<file path="config.mk">
export PLATFORM = sky130hd
export DESIGN_NAME = enemy_wave_controller_flat
export DESIGN_NICKNAME = d
export VERILOG_FILES = /design/src/rtl/enemy_wave_if.sv /design/src/rtl/enemy_wave_controller.sv /design/src/flat_wrapper.sv
export SDC_FILE = /design/constraint.sdc
export NUM_CORES = 1
export LEC_CHECK = 0
export CAP_MARGIN = 20
export CORE_ASPECT_RATIO = 0.5
export CORE_MARGIN = 4
export CORE_UTILIZATION = 47
export CTS_BUF_LIST = sky130_fd_sc_hd__clkbuf_4
export DETAILED_ROUTE_END_ITERATION = 7
export GPL_ROUTABILITY_DRIVEN = 0
export PLACE_DENSITY = 0.72
export SLEW_MARGIN = 30
export SYNTH_ARGS = -nofsm -noshare
export SYNTH_HDL_FRONTEND = slang
export SYNTH_SLANG_ARGS = --single-unit
</file>
<file path="constraint.sdc">
create_clock -name clk -period 3.5 [get_ports clk]
set_input_delay 0.7 -clock clk [delete_from_list [all_inputs] [get_ports clk]]
set_output_delay 0.7 -clock clk [all_outputs]
set_load 0.01 [all_outputs]
</file>
<file path="src/rtl/enemy_wave_if.sv">
// Bundle between the enemy wave controller and its surroundings: collision and frame
// inputs from upstream, speed/respawn/score outputs towards the movers and HUD.
interface enemy_wave_if #(
    parameter int NUM_ENEMIES = 3
);
  logic                   startOfFrame;
  logic                   startGame;
  logic                   pause;
  logic [NUM_ENEMIES-1:0] enemyHit;
  logic [10:0]            enemySpeed;
  logic                   restart_loc;
  logic [3:0]             wave;
  logic                   waveCleared;
  logic                   killPulse;
  logic [7:0]             killCount;
  logic                   allWavesDone;

  modport master (
    output startOfFrame, startGame, pause, enemyHit,
    input  enemySpeed, restart_loc, wave, waveCleared, killPulse, killCount, allWavesDone
  );

  modport slave (
    input  startOfFrame, startGame, pause, enemyHit,
    output enemySpeed, restart_loc, wave, waveCleared, killPulse, killCount, allWavesDone
  );
endinterface

</file>
<file path="src/rtl/enemy_wave_controller.sv">
// Wave sequencer for the enemy movers: tracks kills per wave, waits a frame-counted
// delay after a cleared wave, then respawns the enemies faster until the last wave is won.
module enemy_wave_controller #(
    parameter int NUM_ENEMIES       = 3,
    parameter int BASE_SPEED        = 64,
    parameter int SPEED_STEP        = 16,
    parameter int MAX_SPEED         = 192,
    parameter int WAVE_DELAY_FRAMES = 60,
    parameter int MAX_WAVES         = 8
) (
    input logic         clk,
    input logic         resetN,
    enemy_wave_if.slave bus
);

  localparam int FCW = (WAVE_DELAY_FRAMES > 1) ? $clog2(WAVE_DELAY_FRAMES) : 1;
  localparam logic [FCW-1:0] LAST_FRAME = FCW'(WAVE_DELAY_FRAMES - 1);

  typedef enum logic [2:0] {
    ST_IDLE       = 3'd0,
    ST_RESPAWN    = 3'd1,
    ST_PLAY       = 3'd2,
    ST_CLEAR_WAIT = 3'd3,
    ST_WIN        = 3'd4
  } state_t;

  function automatic logic [7:0] popcount(input logic [NUM_ENEMIES-1:0] v);
    logic [7:0] n;
    n = 8'd0;
    for (int i = 0; i < NUM_ENEMIES; i++) begin
      n = n + {7'd0, v[i]};
    end
    return n;
  endfunction

  state_t                 state_r, next_state_s;
  logic [NUM_ENEMIES-1:0] killed_mask_r, killed_mask_s;
  logic [FCW-1:0]         frame_cnt_r, frame_cnt_s;
  logic [10:0]            speed_r, speed_s;
  logic [3:0]             wave_r, wave_s;
  logic                   restart_r, restart_s;
  logic                   wave_cleared_r, wave_cleared_s;
  logic                   kill_pulse_r, kill_pulse_s;
  logic [7:0]             kill_count_r, kill_count_s;
  logic                   all_done_r, all_done_s;

  logic [NUM_ENEMIES-1:0] new_kill_s, mask_upd_s;
  logic                   all_killed_s, frame_tick_s, last_frame_s, last_wave_s;
  logic [8:0]             kill_sum_s;
  logic [11:0]            speed_sum_s;

  assign new_kill_s   = bus.enemyHit & ~killed_mask_r;
  assign mask_upd_s   = killed_mask_r | new_kill_s;
  assign all_killed_s = &mask_upd_s;
  assign frame_tick_s = bus.startOfFrame & ~bus.pause;
  assign last_frame_s = (frame_cnt_r == LAST_FRAME);
  assign last_wave_s  = (wave_r == 4'(MAX_WAVES));
  assign kill_sum_s   = {1'b0, kill_count_r} + {1'b0, popcount(new_kill_s)};
  // 12-bit sum keeps the increment from wrapping before it is clamped.
  assign speed_sum_s  = {1'b0, speed_r} + 12'(SPEED_STEP);

  // State register.
  always_ff @(posedge clk or negedge resetN) begin
    if (!resetN) begin
      state_r <= ST_IDLE;
    end else begin
      state_r <= next_state_s;
    end
  end

  // Next-state decode.
  always_comb begin
    next_state_s = state_r;
    case (state_r)
      ST_IDLE, ST_WIN: begin
        if (bus.startGame) next_state_s = ST_RESPAWN;
        else               next_state_s = state_r;
      end
      ST_RESPAWN: next_state_s = ST_PLAY;
      ST_PLAY: begin
        if (all_killed_s) next_state_s = ST_CLEAR_WAIT;
        else              next_state_s = ST_PLAY;
      end
      ST_CLEAR_WAIT: begin
        if (frame_tick_s && last_frame_s) next_state_s = last_wave_s ? ST_WIN : ST_RESPAWN;
        else                              next_state_s = ST_CLEAR_WAIT;
      end
      default: next_state_s = ST_IDLE;
    endcase
  end

  // Next values of the datapath and registered outputs.
  always_comb begin
    killed_mask_s  = killed_mask_r;
    frame_cnt_s    = frame_cnt_r;
    speed_s        = speed_r;
    wave_s         = wave_r;
    kill_count_s   = kill_count_r;
    all_done_s     = all_done_r;
    restart_s      = 1'b0;
    wave_cleared_s = 1'b0;
    kill_pulse_s   = 1'b0;
    case (state_r)
      ST_IDLE, ST_WIN: begin
        if (bus.startGame) begin
          wave_s       = 4'd1;
          speed_s      = 11'(BASE_SPEED);
          kill_count_s = 8'd0;
          all_done_s   = 1'b0;
          restart_s    = 1'b1;
        end else begin
          wave_s = wave_r;
        end
      end
      ST_RESPAWN: killed_mask_s = '0;
      ST_PLAY: begin
        if (new_kill_s != '0) begin
          killed_mask_s = mask_upd_s;
          kill_pulse_s  = 1'b1;
          kill_count_s  = kill_sum_s[8] ? 8'd255 : kill_sum_s[7:0];
          if (all_killed_s) begin
            wave_cleared_s = 1'b1;
            frame_cnt_s    = '0;
          end else begin
            frame_cnt_s = frame_cnt_r;
          end
        end else begin
          killed_mask_s = killed_mask_r;
        end
      end
      ST_CLEAR_WAIT: begin
        if (frame_tick_s) begin
          if (!last_frame_s) begin
            frame_cnt_s = frame_cnt_r + {{(FCW-1){1'b0}}, 1'b1};
          end else if (last_wave_s) begin
            all_done_s = 1'b1;
          end else begin
            wave_s    = wave_r + 4'd1;
            speed_s   = (speed_sum_s > 12'(MAX_SPEED)) ? 11'(MAX_SPEED) : speed_sum_s[10:0];
            restart_s = 1'b1;
          end
        end else begin
          frame_cnt_s = frame_cnt_r;
        end
      end
      default: killed_mask_s = '0;
    endcase
  end

  // Datapath and output registers.
  always_ff @(posedge clk or negedge resetN) begin
    if (!resetN) begin
      killed_mask_r  <= '0;
      frame_cnt_r    <= '0;
      speed_r        <= 11'(BASE_SPEED);
      wave_r         <= 4'd0;
      restart_r      <= 1'b0;
      wave_cleared_r <= 1'b0;
      kill_pulse_r   <= 1'b0;
      kill_count_r   <= 8'd0;
      all_done_r     <= 1'b0;
    end else begin
      killed_mask_r  <= killed_mask_s;
      frame_cnt_r    <= frame_cnt_s;
      speed_r        <= speed_s;
      wave_r         <= wave_s;
      restart_r      <= restart_s;
      wave_cleared_r <= wave_cleared_s;
      kill_pulse_r   <= kill_pulse_s;
      kill_count_r   <= kill_count_s;
      all_done_r     <= all_done_s;
    end
  end

  assign bus.enemySpeed   = speed_r;
  assign bus.restart_loc  = restart_r;
  assign bus.wave         = wave_r;
  assign bus.waveCleared  = wave_cleared_r;
  assign bus.killPulse    = kill_pulse_r;
  assign bus.killCount    = kill_count_r;
  assign bus.allWavesDone = all_done_r;

endmodule

</file>
<file path="src/flat_wrapper.sv">
// flat-port wrapper written by rule: the top's interface ports become plain ports
module enemy_wave_controller_flat 
#(
    parameter int NUM_ENEMIES       = 3,
    parameter int BASE_SPEED        = 64,
    parameter int SPEED_STEP        = 16,
    parameter int MAX_SPEED         = 192,
    parameter int WAVE_DELAY_FRAMES = 60,
    parameter int MAX_WAVES         = 8
)
  (clk, resetN, bus_startOfFrame, bus_startGame, bus_pause, bus_enemyHit, bus_enemySpeed, bus_restart_loc, bus_wave, bus_waveCleared, bus_killPulse, bus_killCount, bus_allWavesDone);
  enemy_wave_if #(.NUM_ENEMIES(NUM_ENEMIES)) bus_i ();
  input logic clk;
  input logic resetN;
  input wire logic [$bits(bus_i.startOfFrame)-1:0] bus_startOfFrame;
  input wire logic [$bits(bus_i.startGame)-1:0] bus_startGame;
  input wire logic [$bits(bus_i.pause)-1:0] bus_pause;
  input wire logic [$bits(bus_i.enemyHit)-1:0] bus_enemyHit;
  output wire logic [$bits(bus_i.enemySpeed)-1:0] bus_enemySpeed;
  output wire logic [$bits(bus_i.restart_loc)-1:0] bus_restart_loc;
  output wire logic [$bits(bus_i.wave)-1:0] bus_wave;
  output wire logic [$bits(bus_i.waveCleared)-1:0] bus_waveCleared;
  output wire logic [$bits(bus_i.killPulse)-1:0] bus_killPulse;
  output wire logic [$bits(bus_i.killCount)-1:0] bus_killCount;
  output wire logic [$bits(bus_i.allWavesDone)-1:0] bus_allWavesDone;
  assign bus_i.startOfFrame = bus_startOfFrame;
  assign bus_i.startGame = bus_startGame;
  assign bus_i.pause = bus_pause;
  assign bus_i.enemyHit = bus_enemyHit;
  assign bus_enemySpeed = bus_i.enemySpeed;
  assign bus_restart_loc = bus_i.restart_loc;
  assign bus_wave = bus_i.wave;
  assign bus_waveCleared = bus_i.waveCleared;
  assign bus_killPulse = bus_i.killPulse;
  assign bus_killCount = bus_i.killCount;
  assign bus_allWavesDone = bus_i.allWavesDone;
  enemy_wave_controller #(.NUM_ENEMIES(NUM_ENEMIES), .BASE_SPEED(BASE_SPEED), .SPEED_STEP(SPEED_STEP), .MAX_SPEED(MAX_SPEED), .WAVE_DELAY_FRAMES(WAVE_DELAY_FRAMES), .MAX_WAVES(MAX_WAVES)) u_core (.clk(clk), .resetN(resetN), .bus(bus_i));
endmodule
</file>
== Word-level counts from Yosys, hierarchy flattened ==
Cells that the tools add are included.

* Magnitude comparators: 1
* Multiplexer cells: 42
* Add/sub/neg operators: 6
* Bitwise gates (word level): 6
* Reduce and logical (&&, ||, !) cells: 14
* Eq/ne operators: 14

{| class="wikitable"
|+ Operators with widths
! operator !! number
|-
| $mux 11 || 5
|-
| $mux 6 || 4
|-
| $mux 8 || 3
|-
| $pmux 11 s2 || 1
|-
| $mux 4 || 4
|-
| $pmux 8 s2 || 1
|-
| $reduce_and 5->1 || 3
|-
| $mux 1 || 14
|-
| $add 11x5->12 const B || 1
|-
| $gt 12x8->1 const B || 1
|-
| $mux 3 || 4
|-
| $pmux 3 s4 || 1
|-
| $pmux 6 s2 || 1
|-
| $ne 2x1->1 const B || 5
|-
| $add 8x8->9 || 1
|-
| $add 8x1->8 || 1
|-
| $pmux 4 s2 || 1
|-
| $add 6x1->6 const B || 1
|-
| $eq 3x2->1 const B || 2
|-
| $eq 6x6->1 const B || 1
|-
| $ne 2x2->1 const B || 3
|-
| $pmux 3 s2 || 1
|-
| $reduce_and 3->1 || 2
|-
| $reduce_bool 2->1 || 3
|-
| other kinds (17) || 19
|}

* Logic and storage cells: 93
* Bits of input ports: 8
* Register bits: 39
* Output and inout port bits: 27

== Longest topological paths before layout ==
Gate-level depths: netlist of run 1.

* Depth after elaboration: 8
* Depth in mapped cells: 10
* Depth with buffers taken out: 10

== Worst setup path after synthesis of run 1 ==
Ideal clock, no wire load.

* Kind: input-to-reg
* From: in bus_enemyHit[0]
* To: reg u_core.kill_count_r[5], in the netlist u_core.bus.killCount[5]
* Path buffers: 0
* Path slack: 0.541 ns
* Stages on the path: 10
* Arrival time: 2.827 ns
* Library setup time: 0.132 ns
* Cells stage by stage: nor2b_1 inv_1 fa_1 inv_1 ha_1 fa_1 a21oi_1 or3_1 and4_1 nor3_1

* Word-level cells in the longest chain between the ends: 7
* Elaborated cells between the ends (all ways): 10
* Classes of those cells: 3 x add/sub; 1 x eq/ne; 3 x mux; 1 x bitwise; 2 x reduce/logical

{| class="wikitable"
|+ RTL lines
! item !! RTL line !! text
|-
| start: declaration || flat_wrapper.sv:18 || <nowiki>input wire logic [$bits(bus_i.enemyHit)-1:0] bus_enemyHit;</nowiki>
|-
| $and 3x3->3 * || enemy_wave_controller.sv:52 || <nowiki>assign new_kill_s = bus.enemyHit & ~killed_mask_r;</nowiki>
|-
| $add 1x1->2 || enemy_wave_controller.sv:31 || <nowiki>n = n + {7'd0, v[i]};</nowiki>
|-
| $add 8x1->8 || enemy_wave_controller.sv:31 ||
|-
| $add 8x8->9 || enemy_wave_controller.sv:58 || <nowiki>assign kill_sum_s = {1'b0, kill_count_r} + {1'b0, popcount(new_kill_s)};</nowiki>
|-
| $mux 8 || enemy_wave_controller.sv:120 || <nowiki>kill_count_s = kill_sum_s[8] ? 8'd255 : kill_sum_s[7:0];</nowiki>
|-
| $mux 8 || enemy_wave_controller.sv:117 || <nowiki>if (new_kill_s != '0) begin</nowiki>
|-
| $pmux 8 s2 || enemy_wave_controller.sv:103 || <nowiki>case (state_r)</nowiki>
|-
| end signal: assignment || enemy_wave_controller.sv:170 || <nowiki>kill_count_r <= kill_count_s;</nowiki>
|-
| end: declaration || enemy_wave_controller.sv:44 || <nowiki>logic [7:0] kill_count_r, kill_count_s;</nowiki>
|}

Every way passes the cells marked *; elsewhere a longest branch is shown, timed or not. The select of a mux whose other input is x is not followed.
A chain may end at the register's enable or synchronous reset.

== Final worst setup path of run 1 ==
* From: in bus_enemyHit[0]
* To: reg u_core.kill_count_r[7], in the netlist u_core.bus.killCount[7]

The elaborated chain is that of the path after synthesis.

==> run metrics, run 1 <==
setup bufs post-CTS 0; EDFF count, synth 0; Crit. End Element register; Yosys top cell by area dfrtp_1; Syn Inst Count 210; minimum clock period 3110 ps; CP max stage delay 540 ps; dpl cell area between 0.002 and 0.0025 mm^2; count of final hold-check violations 0; setup TNS 0 ps; MaxCap Viol Count 0; CTS root buffer clkbuf_4; crit-path max FO 4; final wirelength ~4.3 mm; total iterations of the first detailed-routing run 4; share of cells above drive strength 1 approximately a tenth; power density cells about 340 mW/mm^2; Pleak approximately 1.2 nW; vias in the first global route between 1500 and 2000; data arrival time of the critical path between 3000 and 4000 ps; Final Instance Area ~0.0025 mm^2; row count 16; # hold bufs at CTS 0; final period utilization 88.85%; Die ar. 0.005581 mm^2; core area around 0.004 mm^2; chip height roughly 55 um; CP required ~3700 ps; I/O pin count 35; register bit total from synthesis 35; RSZ-0062 raised after global routing no; CTS-repair resized insts 0; # setup viols final 0; sequential area share after synthesis between 40% and 50%; worst slack at placement about 25 ps; Max Buffers Root-to-Sink 2; Cell Chain, Critical Path clkdlybuf4s50_1, nor2b_1, inv_1, fa_1, inv_1, ha_1, fa_1, a21oi_1, nor2_1, and4bb_1, nor3_2; DR WL/cell 14.25 um; outcome finished, final reports clean; Peak Freq about 320 MHz; vias after detailed routing between 1500 and 2000; Mapped Avg Cell Area around 10 um^2; Setup Skew approximately 17 ps; insertion delay to the later sink of the worst-skew pair 360 ps; vias per cell ~5.6; Layout Nets 268; fraction of registers with async set or reset after synthesis 100.0%; total track usage ~17%; Critical-path top delay cell fa_1; largest net degree at the start of global routing 36; Synth top area share 41.21%; maximum VDD drop about 0.18 mV; critical path launch point type input port; most frequent cell after synthesis dfrtp_1; Slew Limit Fails 0; starting density of the core between 50% and 60%; critical path class in2reg; initial antenna violation count 0; Ys Warns 0; I/O Buffers 30; Die W around 100 um; Worst Setup Slack, final 390.4 ps; Post-DRT Antenna Nets 0; DRC viols 0; detailed placement HPWL 3.227 mm; post-route non-filler standard cell count roughly 300; CTS HTree Levels 2; Synth Cell Area about 0.0021 mm^2; Starting DRT DRC Count between 60 and 70; clock buffer count from CTS 5; Placed Instances a little under 300; slew margin rel. 49.60%; CTS tree built; GR Overflow Total 0; synth cell count leaders 34 x dfrtp_1, 17 x nor2_1, 15 x nand2_1; HP Class reg2reg; post-synthesis cell type count 53; measured slew at the worst slew-check pin around 750 ps; synthesis-to-finish area growth 21.70%; diode count 0; first-pass GRT wire length roughly 7.3 mm; Area contributors post-synth dfrtp_1 41%, ha_1 6.7%, nor2_1 3.1%; Synth Flop Type dfrtp_1; CTS clk-pin slew, worst paths 110 ps; TritonCTS Sinks 35
==> registers in the layout, summed over array words and instances (netlist names) <==
signal / count
u_core.bus.allWavesDone: 1
u_core.bus.enemySpeed: 7
u_core.bus.killCount: 8
u_core.bus.killPulse: 1
u_core.bus.restart_loc: 1
u_core.bus.wave: 4
u_core.bus.waveCleared: 1
u_core.frame_cnt_r: 6
u_core.killed_mask_r: 3
u_core.state_r: 3
==> cell type report <==
class / instances / area [um^2]
clock buffer: 5 / 37.54
clock inverter: 3 / 43.79
fill: 354 / 1551
inverter: 13 / 53.80
multi-input combinational: 157 / 1095
sequential: 35 / 877.1
tap: 54 / 67.56
timing repair buffer: 35 / 337.8
==> placed cells by master, fill, tap and decap left out, types with 3 or more instances in the layout <==
master and n:
nand2_1 15, clkbuf_4 5, nand3b_1 3, xnor2_1 4
o211ai_1 3, o21ai_0 11, and2_1 3, inv_1 12
nor3_1 10, nand3_1 10, a21oi_1 11, or3_1 4
clkdlybuf4s50_1 30, a31oi_1 5, buf_4 5, conb_1 4
nor2b_1 4, dfrtp_1 34, and3_1 4, nor4_1 3
ha_1 11, nor2_1 17
==> metal layers <==
metal  share of wire [%]  wire (um)  global-route usage [%]  vias to the layer above
met5                   0          0                       0                        -
met4                 1.2         51                   6.181                        0
met3                 4.4        191                   3.562                        4
met2                  45       1939                   28.79                       34
met1                  49       2122                   22.25                      810
li1                    -          -                       -                      831
==> power breakdown <==
| group | total [mW] | internal (mW) | switching [mW] |
|---|---|---|---|
| logic | 0.0899 | 0.0469 | 0.0429 |
| registers | 0.469 | 0.432 | 0.0368 |
| clock network | 0.304 | 0.150 | 0.154 |
==> metrics by stage <==
| step | hold WS, ps | utilization [%] | total power, mW |
|---|---|---|---|
| final | 480.6 | 61.82 | 0.8628 |
| after global routing | 523.6 | 61.82 | 0.9064 |
| after CTS | 489.6 | 61.82 | 0.8683 |
| after detailed placement | 462.5 | 59.82 | 0.5674 |
| after global placement | 453.9 | 59.82 | 0.5625 |
| after floorplan | 404.4 | - | 0.5267 |
==> worst paths after layout <==
kind,slack [ps],to,start,cells past startpoint
max in group asynchronous,2400,u_core.bus.enemySpeed[6],resetN,2
worst max-delay path,390,u_core.bus.killCount[7],bus_enemyHit[0],11
worst min-delay path,480,u_core.bus.allWavesDone,u_core.bus.allWavesDone,2
worst max register to register,790,u_core.bus.killCount[7],u_core.killed_mask_r[0],10
worst min register to register,480,u_core.bus.allWavesDone,u_core.bus.allWavesDone,2
min in group asynchronous,740,u_core.state_r[1],resetN,2
==> kinds of logic after synthesis <==
logic type / share of synthesized area [%]
flops: 42.49
other cells: 0.1816
mux: 0.9697
xor+xnor: 1.697
buf+inv: 5.030
compound gates: 16.55
simple gates: 24.49
fa+ha+maj: 8.606
==> worst max-delay path: cells and delay by family <==
kind                     cells  cell delay (ps)
AO/OA/AOI/OAI                1              250
adder cells (fa/ha/maj)      3             1130
buffers and inverters        3              630
AND/OR/NAND/NOR              4              630
Note: power is estimated with default switching activity, not from simulation.
==> inputs of run 2 (changes only) <==
--- a/config.mk
+++ b/config.mk
@@ -10,6 +10,7 @@
 export CORE_MARGIN = 4
 export CORE_UTILIZATION = 47
 export CTS_BUF_LIST = sky130_fd_sc_hd__clkbuf_4
+export CTS_CLUSTER_SIZE = 10
 export DETAILED_ROUTE_END_ITERATION = 7
 export GPL_ROUTABILITY_DRIVEN = 0
 export PLACE_DENSITY = 0.72
==> results of run 2 <==
The final DEF is identical to that of run 1; final timing and power are the same.
==> inputs of run 3 (changes only) <==
--- a/config.mk
+++ b/config.mk
@@ -7,7 +7,7 @@
 export LEC_CHECK = 0
 export CAP_MARGIN = 20
 export CORE_ASPECT_RATIO = 0.5
-export CORE_MARGIN = 4
+export CORE_MARGIN = 1.5
 export CORE_UTILIZATION = 47
 export CTS_BUF_LIST = sky130_fd_sc_hd__clkbuf_4
 export CTS_CLUSTER_SIZE = 10
==> run 3 against run 2 <==
  * Register-to-register slack got worse by 60 ps
  * Total power fell by 9.6%
  * Cell area down 0.65%
  * First-iteration DRC count grew 54%
  * Core utilization fell by 0.40 points
  * Combinational power about the same
  * Fmax decreased by 2.4%
  * Via count up 1.7%
  * Critical endpoint is now u_core.bus.killCount[5]
==> run metrics, run 3 (same netlist as run 1, synthesis figures left out) <==
vias per cell 5.637 (+1.4%); slew margin rel. 54.55% (+4.9 points); Storage cell area 877.1 um^2 (unchanged); Multi-input gate area 0.001095 mm^2 (unchanged); CTS clk-pin slew, worst paths 110 ps (about the same); Cell Chain, Critical Path clkdlybuf4s50_1, nor2b_1, inv_1, fa_1, inv_1, ha_1, fa_1, a21oi_1, buf_4, or3_1, and4_1, nor3_1; DRC viols 0 (unchanged); row count 16 (unchanged); Max Buffers Root-to-Sink 2 (unchanged); largest net degree at the start of global routing 36 (unchanged); diode count 0 (unchanged); Slew Limit Fails 0 (unchanged); insertion delay to the later sink of the worst-skew pair 350 ps (about the same); Die ar. 0.004823 mm^2 (-14%); Crit. End Element register; initial antenna violation count 0 (unchanged); share of power burned in registers 60.0% (+5.6 points); maximum VDD drop 0.1450 mV (-20%); Peak Freq 314.0 MHz (-2.4%); HP Class reg2reg; I/O pin count 35 (unchanged); final period utilization 90.99% (+2.1 points); setup TNS 0 ps (unchanged); Starting DRT DRC Count 97 (+54%); CTS HTree Levels 2 (unchanged); MaxCap Viol Count 0 (unchanged); final core area utilization 61.42% (-0.40 points); data arrival time of the critical path 3440 ps (+100 ps); core area 0.004064 mm^2 (unchanged); count of final hold-check violations 0 (unchanged); P_sw 0.2244 mW (-3.9%); Die W 96.73 um (-4.9%); vias after detailed routing 1708 (+1.7%); Setup Skew 20.02 ps (+3.267 ps); max reg flops 8 (unchanged); chip height 49.87 um (-9.1%); CTS tree built; # hold bufs at CTS 0 (unchanged); starting density of the core 50.80% (unchanged); CTS-repair resized insts 0 (unchanged); crit-path max FO 4 (unchanged); total iterations of the first detailed-routing run 4 (unchanged); combinational cell fraction of total power 11.5% (+1.1 points); detailed placement HPWL 3.145 mm (-2.6%); clock buffer count from CTS 5 (unchanged); I/O Buffers 30 (unchanged); power density cells 312.6 mW/mm^2 (-9.0%); RSZ-0062 raised after global routing no; Clk network pwr share 28.4% (-6.8 points); # setup viols final 0 (unchanged); minimum clock period 3185 ps (+74.94 ps); Worst Setup Slack, final 315.4 ps (-74.94 ps); TritonCTS Sinks 35 (unchanged); switch share 28.75% (+1.7 points); synthesis-to-finish area growth 20.91%; CP required 3750 ps (+20 ps); GR Overflow Total 0 (unchanged); critical path class in2reg; Pleak 1.155 nW (-1.1%); vias in the first global route 1657 (+3.6%); worst slack at placement -32.46 ps (-57.36 ps); commonest non-fill, non-tap cell in the layout dfrtp_1; critical path launch point type input port; Post-DRT Antenna Nets 0 (unchanged); setup bufs post-CTS 0 (unchanged); most frequent cells in the layout 34 x dfrtp_1, 30 x clkdlybuf4s50_1, 17 x nor2_1; P_int 0.5559 mW (-12%); final hold slack 482.3 ps (+1.764 ps); measured slew at the worst slew-check pin 680.4 ps (-74.08 ps); Critical-path top delay cell clkdlybuf4s50_1; total track usage 19.40% (+2.3 points); share of cells above drive strength 1 10.04% (+0.36 points); CP max stage delay 480 ps (-60 ps); outcome finished, final reports clean; first-pass GRT wire length 7.424 mm (+2.1%); Layout Nets 269 (+0.37%); final wirelength 4.223 mm (-1.9%); CTS root buffer clkbuf_4; DR WL/cell 13.94 um (-2.2%); fillers 356 (+0.56%)
[run 3: layout make-up]
cell class / instances / share of cell area [%]
Clock buffer: 5 / 1.504
Clock inverter: 3 / 0.8020
Inverter: 13 / 2.155
Multi-Input combinational cell: 157 / 43.86
Sequential cell: 35 / 35.14
Tap cell: 54 / 2.707
Timing Repair Buffer: 36 / 13.83
[run 3: final timing paths]
kind	from	depth (start not counted)	slack (ps)	to
worst max register to register	u_core.killed_mask_r[0]	11	730	u_core.bus.killCount[5]
worst min register to register	u_core.bus.allWavesDone	2	480	u_core.bus.allWavesDone
max in group asynchronous	resetN	2	2390	u_core.bus.enemySpeed[6]
worst max-delay path	bus_enemyHit[0]	12	320	u_core.bus.killCount[5]
worst min-delay path	u_core.bus.allWavesDone	2	480	u_core.bus.allWavesDone
min in group asynchronous	resetN	2	760	u_core.bus.killCount[0]
[run 3: critical path, delay by kind of cell]
family	cells	cell delay [ps]
AND/OR/NAND/NOR	4	990
AO/OA/AOI/OAI	1	70
buffers and inverters	4	810
adder cells (fa/ha/maj)	3	870
[run 3: power groups by stage]
| stage | logic (mW) | clock network [mW] | registers, mW |
|---|---|---|---|
| final | 0.0900 | 0.222 | 0.468 |
| after global routing | 0.105 | 0.253 | 0.474 |
| after CTS | 0.0908 | 0.232 | 0.468 |
| after detailed placement | 0.0915 | 0 | 0.474 |
| after global placement | 0.0883 | 0 | 0.474 |
| after floorplan | 0.0583 | 0 | 0.468 |
[run 3: layer usage]
metal,wire [um],vias to the layer above,track usage [%]
li1,-,826,-
met1,2020,838,25.63
met2,1981,40,32.17
met4,29,0,5.072
met3,191,4,4.965
met5,0,-,0
[run 3: metrics by stage]
step	instance area [um^2]	power, mW	std cells
2_1_floorplan	2076	0.5267	213
3_3_place_gp	2439	0.5625	295
5_1_grt	2496	0.8319	303
6_report	2496	0.7803	303
3_5_place_dp	2439	0.5659	295
4_1_cts	2496	0.7906	303
